**src/rtl/declyr2.sv**
```systemverilog
// Fan-out layer res1 = z*w1 + b1, res2 = z*w2 + b2 in signed fixed point, sharing one multiplier.
// Optional macro DECLYR2_SATURATE_EN: saturate product narrowing and bias add instead of wrapping.
module declyr2 #(
    parameter int WIDTH = 16,
    parameter int FRAC  = 8
) (
    input  logic             clk,
    input  logic             rst,
    input  logic             in_valid,
    output logic             in_ready,
    input  logic [WIDTH-1:0] z,
    input  logic [WIDTH-1:0] w1,
    input  logic [WIDTH-1:0] w2,
    input  logic [WIDTH-1:0] b1,
    input  logic [WIDTH-1:0] b2,
    output logic             out_valid,
    input  logic             out_ready,
    output logic [WIDTH-1:0] res1,
    output logic [WIDTH-1:0] res2,
    output logic [1:0]       dbg_state
);

    // Handshake: a transfer happens on a rising edge where valid && ready are both high;
    // valid never waits on ready, and in_ready may depend combinationally on out_ready.

    typedef enum logic [1:0] {IDLE, MUL1, MUL2, DONE} state_t;

    localparam logic [WIDTH-1:0] SMAX = {1'b0, {(WIDTH-1){1'b1}}};
    localparam logic [WIDTH-1:0] SMIN = {1'b1, {(WIDTH-1){1'b0}}};

    state_t state;
    logic [WIDTH-1:0] z_r, w1_r, w2_r, b1_r, b2_r;

    logic [WIDTH-1:0]          wsel, bsel, mul_n, res_n;
    logic signed [2*WIDTH-1:0] prod, prod_sh;
    logic [WIDTH:0]            sum;

    assign in_ready  = (state == IDLE) || (state == DONE && out_ready);
    assign dbg_state = state;

    // The single multiplier sees w1/b1 in MUL1 and w2/b2 in MUL2.
    assign wsel    = (state == MUL2) ? w2_r : w1_r;
    assign bsel    = (state == MUL2) ? b2_r : b1_r;
    assign prod    = $signed(z_r) * $signed(wsel);
    assign prod_sh = prod >>> FRAC;

    always_comb begin
        mul_n = prod_sh[WIDTH-1:0];
`ifdef DECLYR2_SATURATE_EN
        if (prod_sh[2*WIDTH-1:WIDTH-1] != {(WIDTH+1){prod_sh[2*WIDTH-1]}})
            mul_n = prod_sh[2*WIDTH-1] ? SMIN : SMAX;
`endif
        sum   = {mul_n[WIDTH-1], mul_n} + {bsel[WIDTH-1], bsel};
        res_n = sum[WIDTH-1:0];
`ifdef DECLYR2_SATURATE_EN
        if (sum[WIDTH] != sum[WIDTH-1])
            res_n = sum[WIDTH] ? SMIN : SMAX;
`endif
    end

`ifndef DECLYR2_SATURATE_EN
    logic unused_bits;
    assign unused_bits = ^{prod_sh[2*WIDTH-1:WIDTH], sum[WIDTH]};
`endif

    always_ff @(posedge clk) begin
        if (rst) begin
            state     <= IDLE;
            out_valid <= 1'b0;
            res1      <= '0;
            res2      <= '0;
            z_r       <= '0;
            w1_r      <= '0;
            w2_r      <= '0;
            b1_r      <= '0;
            b2_r      <= '0;
        end else begin
            case (state)
                IDLE: begin
                    if (in_valid) begin
                        z_r   <= z;
                        w1_r  <= w1;
                        w2_r  <= w2;
                        b1_r  <= b1;
                        b2_r  <= b2;
                        state <= MUL1;
                    end
                end
                MUL1: begin
                    res1  <= res_n;
                    state <= MUL2;
                end
                MUL2: begin
                    res2      <= res_n;
                    out_valid <= 1'b1;
                    state     <= DONE;
                end
                DONE: begin
                    if (out_ready) begin
                        out_valid <= 1'b0;
                        if (in_valid) begin
                            z_r   <= z;
                            w1_r  <= w1;
                            w2_r  <= w2;
                            b1_r  <= b1;
                            b2_r  <= b2;
                            state <= MUL1;
                        end else begin
                            state <= IDLE;
                        end
                    end
                end
                default: state <= IDLE;
            endcase
        end
    end

endmodule

```
**config.mk**
```make
export PLATFORM = sky130hd
export DESIGN_NAME = declyr2
export DESIGN_NICKNAME = d
export VERILOG_FILES = /design/src/rtl/declyr2.sv
export SDC_FILE = /design/constraint.sdc
export NUM_CORES = 1
export LEC_CHECK = 0
export ABC_CLOCK_PERIOD_IN_PS = 8200
export BUFFER_PORTS_ARGS = -buffer_cell sky130_fd_sc_hd__buf_2
export CORE_MARGIN = 5
export CORE_UTILIZATION = 50
export CTS_CLUSTER_SIZE = 40
export DETAILED_ROUTE_END_ITERATION = 12
export GPL_TIMING_DRIVEN = 0
export PLACE_DENSITY = 0.72
export SLEW_MARGIN = 5
export SYNTH_ARGS = -nofsm -noshare
export SYNTH_HDL_FRONTEND = slang
export SYNTH_SLANG_ARGS = --single-unit
export TNS_END_PERCENT = 100
```
**constraint.sdc**
```tcl
create_clock -name clk -period 8.2 [get_ports clk]
set_clock_uncertainty 0.2 [all_clocks]
set_input_delay 2.05 -clock clk [delete_from_list [all_inputs] [get_ports clk]]
set_output_delay 2.05 -clock clk [all_outputs]
set_load 0.1 [all_outputs]
```
=== Word level (Yosys, flattened, before mapping) ===
Cells that the tools add are included.

* Logic and storage cells: 47
* Register bits after elaboration: 115
* Input port bits: 84
* Output and inout bits: 36

* Mux-type cells: 23
* $mul: 1
* Add/sub/neg operators: 1
* Equal/unequal tests: 5
* Reduce and logical (&&, ||, !) cells: 8

{| class="wikitable"
|+ Operator list
! cell !! number
|-
| $mux 16 || 12
|-
| $pmux 16 s2 || 5
|-
| $mul 16x16->24 || 1
|-
| $add 16x16->16 || 1
|-
| $pmux 2 s4 || 1
|-
| $reduce_and 2->1 || 3
|-
| $eq 2x2->1 const B || 2
|-
| $mux 2 || 2
|-
| $ne 2x2->1 const B || 2
|-
| $reduce_bool 2->1 || 2
|-
| $eq 2x1->1 const B || 1
|-
| $logic_not 2->1 || 1
|-
| $mux 1 || 2
|-
| $pmux 1 s2 || 1
|-
| $logic_and 1x1->1 || 1
|-
| $logic_or 1x1->1 || 1
|}

=== Logic depth before layout (Yosys ltp) ===
Gate-level depths: netlist of the first run.

* Depth in word-level cells: 4
* Depth in mapped cells: 39
* Mapped depth without buffers: 36

=== Worst setup path before layout of the first run ===
No wires, ideal clock.

* Path kind: register to register
* Start: register state[0], in the netlist dbg_state[0]
* End: register res1[15]
* Data required time: 7.868 ns
* Data arrival time: 8.881 ns
* Cell stages (with the launch flop): 34
* Setup slack: -1.013 ns
* Clock period less this slack: 9.213 ns
* Path buffers: 4
* Setup time: 0.132 ns
* Cell sequence: dfxtp_1 -> inv_1 -> ha_1 -> buf_6 -> buf_8 -> clkbuf_1 -> mux2_2 -> clkbuf_1 -> nand2_1 -> fa_1 -> fa_1 -> fa_1 -> fa_1 -> inv_1 -> fa_1 -> inv_1 -> fa_1 -> inv_1 -> ha_1 -> o21a_1 -> o21ai_0 -> nand2b_1 -> and2_1 -> a211o_1 -> a31oi_1 -> xnor2_1 -> ha_1 -> or4_1 -> a211oi_1 -> o31ai_1 -> xor2_1 -> or4_4 -> nand3_1 -> a21oi_1

* Cells in the longest elaborated chain, start to end: 4
* Elaborated cells on any way between the ends: 6
* Those cells by class: add/sub: 1; mul: 1; eq/ne: 2; mux: 2

{| class="wikitable"
|+ Ends and longest elaborated chain
! what !! RTL line !! text
|-
| from (decl) || 31 || <nowiki>state_t state;</nowiki>
|-
| from (signal assigned) || 68 || <nowiki>state <= IDLE;</nowiki>
|-
| from (signal assigned) || 86 || <nowiki>state <= MUL1;</nowiki>
|-
| from (signal assigned) || 91 || <nowiki>state <= MUL2;</nowiki>
|-
| $eq 2x2->1 || 42, 43 ||
|-
| $mux 16 || 42 || <nowiki>assign wsel = (state == MUL2) ? w2_r : w1_r;</nowiki>
|-
| $mul 16x16->24 || 44 || <nowiki>assign prod = $signed(z_r) * $signed(wsel);</nowiki>
|-
| $add 16x16->16 || 53 || <nowiki>sum = {mul_n[WIDTH-1], mul_n} + {bsel[WIDTH-1], bsel};</nowiki>
|-
| to (signal assigned) || 90 || <nowiki>res1 <= res_n;</nowiki>
|-
| to (decl) || 18 || <nowiki>output logic [WIDTH-1:0] res1,</nowiki>
|}

Parallel ways exist; a longest one is shown, timed or not.
A chain may end at the register's enable or synchronous reset.

=== Final worst setup path of the first run ===
* Start: register state[0], in the netlist dbg_state[0]
* End: register res2[15]

* Cells in the longest elaborated chain, start to end: 4
* Elaborated cells on any way between the ends: 5
* Those cells by class: add/sub: 1; mul: 1; eq/ne: 1; mux: 2

{| class="wikitable"
|+ Ends and longest elaborated chain
! what !! RTL line !! text
|-
| $eq 2x2->1 (*) || 42, 43, 78 ||
|-
| $mux 16 || 42 ||
|-
| $mul 16x16->24 || 44 ||
|-
| $add 16x16->16 || 53 ||
|-
| to (signal assigned) || 94 || <nowiki>res2 <= res_n;</nowiki>
|-
| to (decl) || 19 || <nowiki>output logic [WIDTH-1:0] res2,</nowiki>
|}

Every way passes the cells marked *; elsewhere a longest branch is shown, timed or not.

==> out/qor.yml, run 1 <==
clock_network:
  cts_tree: "yes"
  clock_path_buffers: 2
  clk_latency_ns: 0.42
  cts_buffers: 17
  cts_root_buffer: "clkbuf_16"
  clk_pin_slew_ns: 0.06
  h-tree-depth: 4
  cts_sinks: 115
sta:
  setup_viol: 2
  hold_viol_final: 0
  slew_headroom: 0.520
  hold-worst-slack_ns: 0.252
  setup_tns_ns: -0.0290
  fin_ws_ns: -0.0152
  max_slew.worst_pin.slew_ns: 0.718
  post-route-period-util: 1.00
  fin_crit_ns: 8.22
  rsz0062_at_grt: "true"
  max_freq_ghz: 0.122
  slew_violations: 0
cells_and_area:
  syn_to_final_growth_pct: 20.1
  fin_cells: 1956
  drive_gt1_frac: 0.193
  fin_nets: 1980
  n_antenna_cell: 0
  final_core_util: 0.612
  layout_commonest_cell: "nand2_1"
  final_cell_mix: "nand2_1, inv_1, fa_1, buf_2, dfxtp_1"
yosys:
  yosysWarningCount: 0
  synth_cells: 1438
  yosys_most_used_dff: "dfxtp_1"
  synth-seq-cells: 115
  seq_area_frac_synth: 0.185
  netlist.area_leader.share: 0.300
  synth_edf_count: 0
  syn_nets: 1799
  synth_area_leader_cell: "fa_1"
  synthArstFlopShare: 0
  netlist_top_cells_area: "fa_1, dfxtp_1, ha_1"
  syn_avg_cell_area_um2: 8.66
  yosys.cell_types.count: 49
  syn-cell-area_um2: 12500
min_path:
  holdPathStages: 2
  hold_class: "reg2reg"
  min_delay_worst_endpoint: "b2_r[12]"
  hold_path.startpoint: "b2_r[12]"
setup_path:
  crit_path_max_incr_delay_ns: 0.52
  r2r_cells: 32
  critPathKind: "reg2reg"
  r2r_setup_slack_ns: -0.02
  critPathMostFrequentCell: "fa_1"
  start_kind: "flip-flop"
  reg2reg_to: "res2[15]"
  path_max_fanout: 7
  crit_slowest_cell: "fa_1"
  r2r-start: "dbg_state[0]"
  cp.required_ns: 8.28
  worstPathArrival_ns: 8.30
  cp-end-kind: "flip-flop"
floorplanning:
  die_y_um: 168
  start_util: 0.509
  io_pins: 120
  fp-row-count: 57
  coreArea_um2: 24500
  dieArea_um2: 28200
  die_w_um: 168
route:
  postRouteAntennaNets: 0
  routedWlPerCell_um: 17.1
  dr_total_vias: 10200
  wirelength_mm: 33.4
  drtPass1Iterations: 5
  viasPerCell: 5.20
  drt_iter0_markers: 644
  drc: 0
grt:
  grt_pass1_vias: 10900
  grt_antenna_before_repair: 2
  grt_max_degree: 17
  globalRouteOverflowTotal: 0
  track_usage: 0.239
  grt_pass1_wl_mm: 54.0
place:
  io_buffers: 118
  gp_congestion: 0.944
  dpl.cell_count: 1880
  dpl.hpwl_mm: 26.4
run_status:
  status: "finished, violations left"
  violations: "negative setup slack"
pwr:
  ir_drop_v: 0.000376
  power_leakage_nw: 7.07
  power.density_nw_per_um2: 324
job:
  drv_cap: 0
## area by class of cell
type	instances	area, um^2
Fill cell	2022	9500
Multi-Input combinational cell	1005	9330
Sequential cell	115	2310
Timing Repair Buffer	166	1000
Inverter	251	945
Clock buffer	19	464
Tap cell	324	405
Buffer	63	383
Clock inverter	13	123
## registers in the layout (all words and copies together), names as in the netlist
| signal | flops |
|---|---|
| dbg_state | 2 |
| out_valid | 1 |
| res1 | 16 |
| z_r | 16 |
| res2 | 16 |
| w1_r | 16 |
| b1_r | 16 |
| w2_r | 16 |
| b2_r | 16 |
## critical path: cells and delay by family (launching register included)
kind                     cells  cell delay [ns]
flip-flops                   1             0.35
buffers and inverters        9             0.75
XOR/XNOR                     2             0.28
multiplexers                 1             0.35
AO/OA/AOI/OAI                7             1.33
adder cells (fa/ha/maj)      9             3.62
AND/OR/NAND/NOR              4             1.17
## synthesized netlist by cell type, types with 2 or more instances
library cell    n
a211oi_1       11
a21o_1          6
a21oi_1        99
and2_1         51
buf_1           3
buf_2           2
clkbuf_1       61
dfxtp_1       115
fa_1          187
ha_1           90
inv_1         251
mux2_2         21
mux2_4          5
mux2i_1        31
nand2_1       281
nand2_2         2
nand2b_1       13
nand3_1         4
nor2_1         48
nor2b_1        54
nor3_1          2
nor4_1          3
o21a_1          6
o21ai_0        10
o21bai_1        3
o31ai_1         3
or2_2           5
or3_1           3
xnor2_1        39
xnor3_1         2
xor2_1          9
## routing by layer
metal | routed length, um | track usage | up-vias | part of all wire
met4 | 955 | 0.0752 | 4 | 0.029
li1 | - | - | 4738 | -
met1 | 13500 | 0.302 | 4977 | 0.40
met2 | 16400 | 0.410 | 379 | 0.49
met3 | 2470 | 0.0523 | 82 | 0.074
met5 | 21 | 0 | - | 0.00063
## where the power goes
group	switching, mW	internal [mW]
combinational	2.11	1.18
clock	0.280	0.446
sequential	0.114	0.714
total	2.50	2.34
## how the worst max path moves through the flow
stage	cells past startpoint	slack, ns	end	from
finish	32	-0.02	res2[15]	dbg_state[0]
global route	31	-0.24	res2[15]	dbg_state[1]
CTS	32	-0.08	res1[15]	dbg_state[0]
detailed placement	36	-1.08	res2[15]	dbg_state[0]
global placement	36	-1.01	res2[15]	dbg_state[0]
floorplan	37	0.006	res1[15]	dbg_state[0]
## metrics by stage
step	cell area (um^2)	power (mW)	setup slack, ns
2_1_floorplan	12600	2.99	0.00635
3_3_place_gp	13600	3.67	-1.01
3_5_place_dp	13600	3.72	-1.08
4_1_cts	14700	4.68	-0.0768
5_1_grt	15000	5.15	-0.236
6_report	15000	4.84	-0.0152
## cell families after synthesis
kind of cell               after synthesis  synth area share
muxes                                   57            0.0499
DFF                                    115             0.185
AOI/OAI and AO/OA                      149            0.0687
adders and majority gates              277             0.391
and+or+nand+nor                        471             0.171
buffers and inverters                  319            0.0978
xor gates and xnor gates                50            0.0374
## repair_timing
item | in CTS | in global routing
setup endpoints to repair | 14 | 8
gates cloned | 1 | 1
buffers inserted | 32 | 15
hold buffers | 0 | 0
pin swaps | 28 | 32
endpoints found under the hold margin | 0 | 0
gates resized for setup | 61 | 40
No activity file was read; power rests on OpenSTA's default activity.
==> run 2, diff against run 1 <==
Settings changed: CELL_PAD_IN_SITES_DETAIL_PLACEMENT set to 1, CELL_PAD_IN_SITES_GLOBAL_PLACEMENT set to 2, CORE_UTILIZATION 50 to 34, GPL_ROUTABILITY_DRIVEN set to 0, PLACE_DENSITY 0.72 to unset, PLACE_DENSITY_LB_ADDON set to 0.1, SKIP_LAST_GASP set to 1.
==> out/qor.yml, run 2 (synthesized netlist as in run 1, its figures left out) <==
run_status:
  violations: "negative setup slack"
  status: "finished, violations left"
cells_and_area:
  syn_to_final_growth_pct: 22.2
  fin_nets: 1980
  drive_gt1_frac: 0.191
  layout_commonest_cell: "nand2_1"
  final_cell_mix: "nand2_1, inv_1, fa_1, buf_2, dfxtp_1"
  fin_cells: 2100
  n_antenna_cell: 0
  final_core_util: 0.418
clock_network:
  cts_tree: "yes"
  cts_sinks: 115
  h-tree-depth: 4
  clk_pin_slew_ns: 0.06
  cts_root_buffer: "clkbuf_16"
  cts_buffers: 17
  clk_latency_ns: 0.42
  hold_buffers: 0
  clock_path_buffers: 2
sta:
  max_slew.worst_pin.slew_ns: 0.833
  setup_viol: 2
  hold_viol_final: 0
  post-route-period-util: 1.01
  max_freq_ghz: 0.120
  slew_headroom: 0.441
  fin_crit_ns: 8.30
  slew_violations: 0
  fin_ws_ns: -0.0995
  rsz0062_at_grt: "true"
setup_path:
  start_kind: "flip-flop"
  crit_start: "dbg_state[0]"
  crit_path_max_incr_delay_ns: 0.55
  r2r_setup_slack_ns: -0.1
  path_max_fanout: 8
  reg2reg_to: "res1[15]"
  r2r-start: "dbg_state[0]"
  cp.required_ns: 8.28
  worstPathArrival_ns: 8.38
  r2r_cells: 31
  critPathKind: "reg2reg"
  critPathMostFrequentCell: "fa_1"
  crit_slowest_cell: "or4_4"
  cp-end-kind: "flip-flop"
route:
  drt_iter0_markers: 336
  drc: 0
  viasPerCell: 4.67
  postRouteAntennaNets: 0
  dr_total_vias: 9811
  wirelength_mm: 39.8
  drtPass1Iterations: 4
  routedWlPerCell_um: 18.9
min_path:
  hold_path.startpoint: "b2_r[7]"
  holdPathStages: 2
  min_delay_worst_endpoint: "b2_r[7]"
  hold_class: "reg2reg"
grt:
  grt_pass1_wl_mm: 63.9
  grt_max_degree: 17
  globalRouteOverflowTotal: 0
  grt_antenna_before_repair: 0
  grt_pass1_vias: 11300
  track_usage: 0.204
floorplanning:
  io_pins: 120
  die_y_um: 201
  start_util: 0.342
  die_w_um: 201
  fp-row-count: 70
  coreArea_um2: 36400
  dieArea_um2: 40600
place:
  dpl.cell_count: 2024
  dpl.hpwl_mm: 32.3
  io_buffers: 118
pwr:
  ir_drop_v: 0.000306
  power_leakage_nw: 7.13
  power.density_nw_per_um2: 332
job:
  drv_cap: 0
-- run 2: critical path, delay by kind of cell (launching register included) --
family          cells  cell delay (ns)
flops               1             0.35
buf+inv             9             0.75
mux                 1             0.35
compound gates      6             1.13
fa+ha+maj           9             3.77
simple gates        4             1.25
xor+xnor            2             0.34
-- run 2: how the worst max path moves through the flow --
stage / to
floorplan: res1[15]
global placement: res1[15]
detailed placement: res1[15]
CTS: res1[15]
global route: res1[15]
finish: res1[15]
-- run 2: final cells by class --
cell class	instances	area, um^2
Fill cell	4346	21200
Clock inverter	14	183
Inverter	251	945
Sequential cell	115	2310
Tap cell	468	586
Timing Repair Buffer	166	1010
Multi-Input combinational cell	1004	9380
Buffer	64	364
Clock buffer	18	439
-- run 2: metal layers --
| layer | track usage | share of wire | wire [um] | vias to the layer above |
|---|---|---|---|---|
| met4 | 0.0417 | 0.014 | 537 | 0 |
| met5 | 0 | 0 | 0 | - |
| met3 | 0.0239 | 0.029 | 1140 | 27 |
| li1 | - | - | - | 4744 |
| met1 | 0.269 | 0.46 | 18100 | 4919 |
| met2 | 0.362 | 0.50 | 20000 | 121 |
-- run 2: stage by stage --
step           total power, mW  cell area, um^2  worst slack, ns  setup TNS [ns]  hold WS (ns)
5_1_grt                   5.47            15200           -0.400           -1.20         0.264
3_3_place_gp              3.82            13800            -1.28          -12.65         0.239
6_report                  5.06            15200          -0.0995          -0.189         0.252
4_1_cts                   5.03            15100           -0.204          -0.391         0.255
2_1_floorplan             2.99            12600          0.00635               0         0.233
3_5_place_dp              3.85            13800            -1.35          -13.67         0.245
-- run 2: power by group --
group | total [mW] | leakage [nW] | switching [mW] | internal [mW]
Combinational | 3.44 | 5.88 | 2.19 | 1.25
Sequential | 0.825 | 0.942 | 0.112 | 0.714
Clock | 0.793 | 0.306 | 0.279 | 0.514
Total | 5.06 | 7.13 | 2.58 | 2.48
-- run 2: what timing repair did --
item                                    4_1_cts  5_1_grt
endpoints found under the setup margin       20       13
pin swaps                                    46       28
gates resized for setup                      72       28
cloned                                        2        0
buffers inserted                             37       14
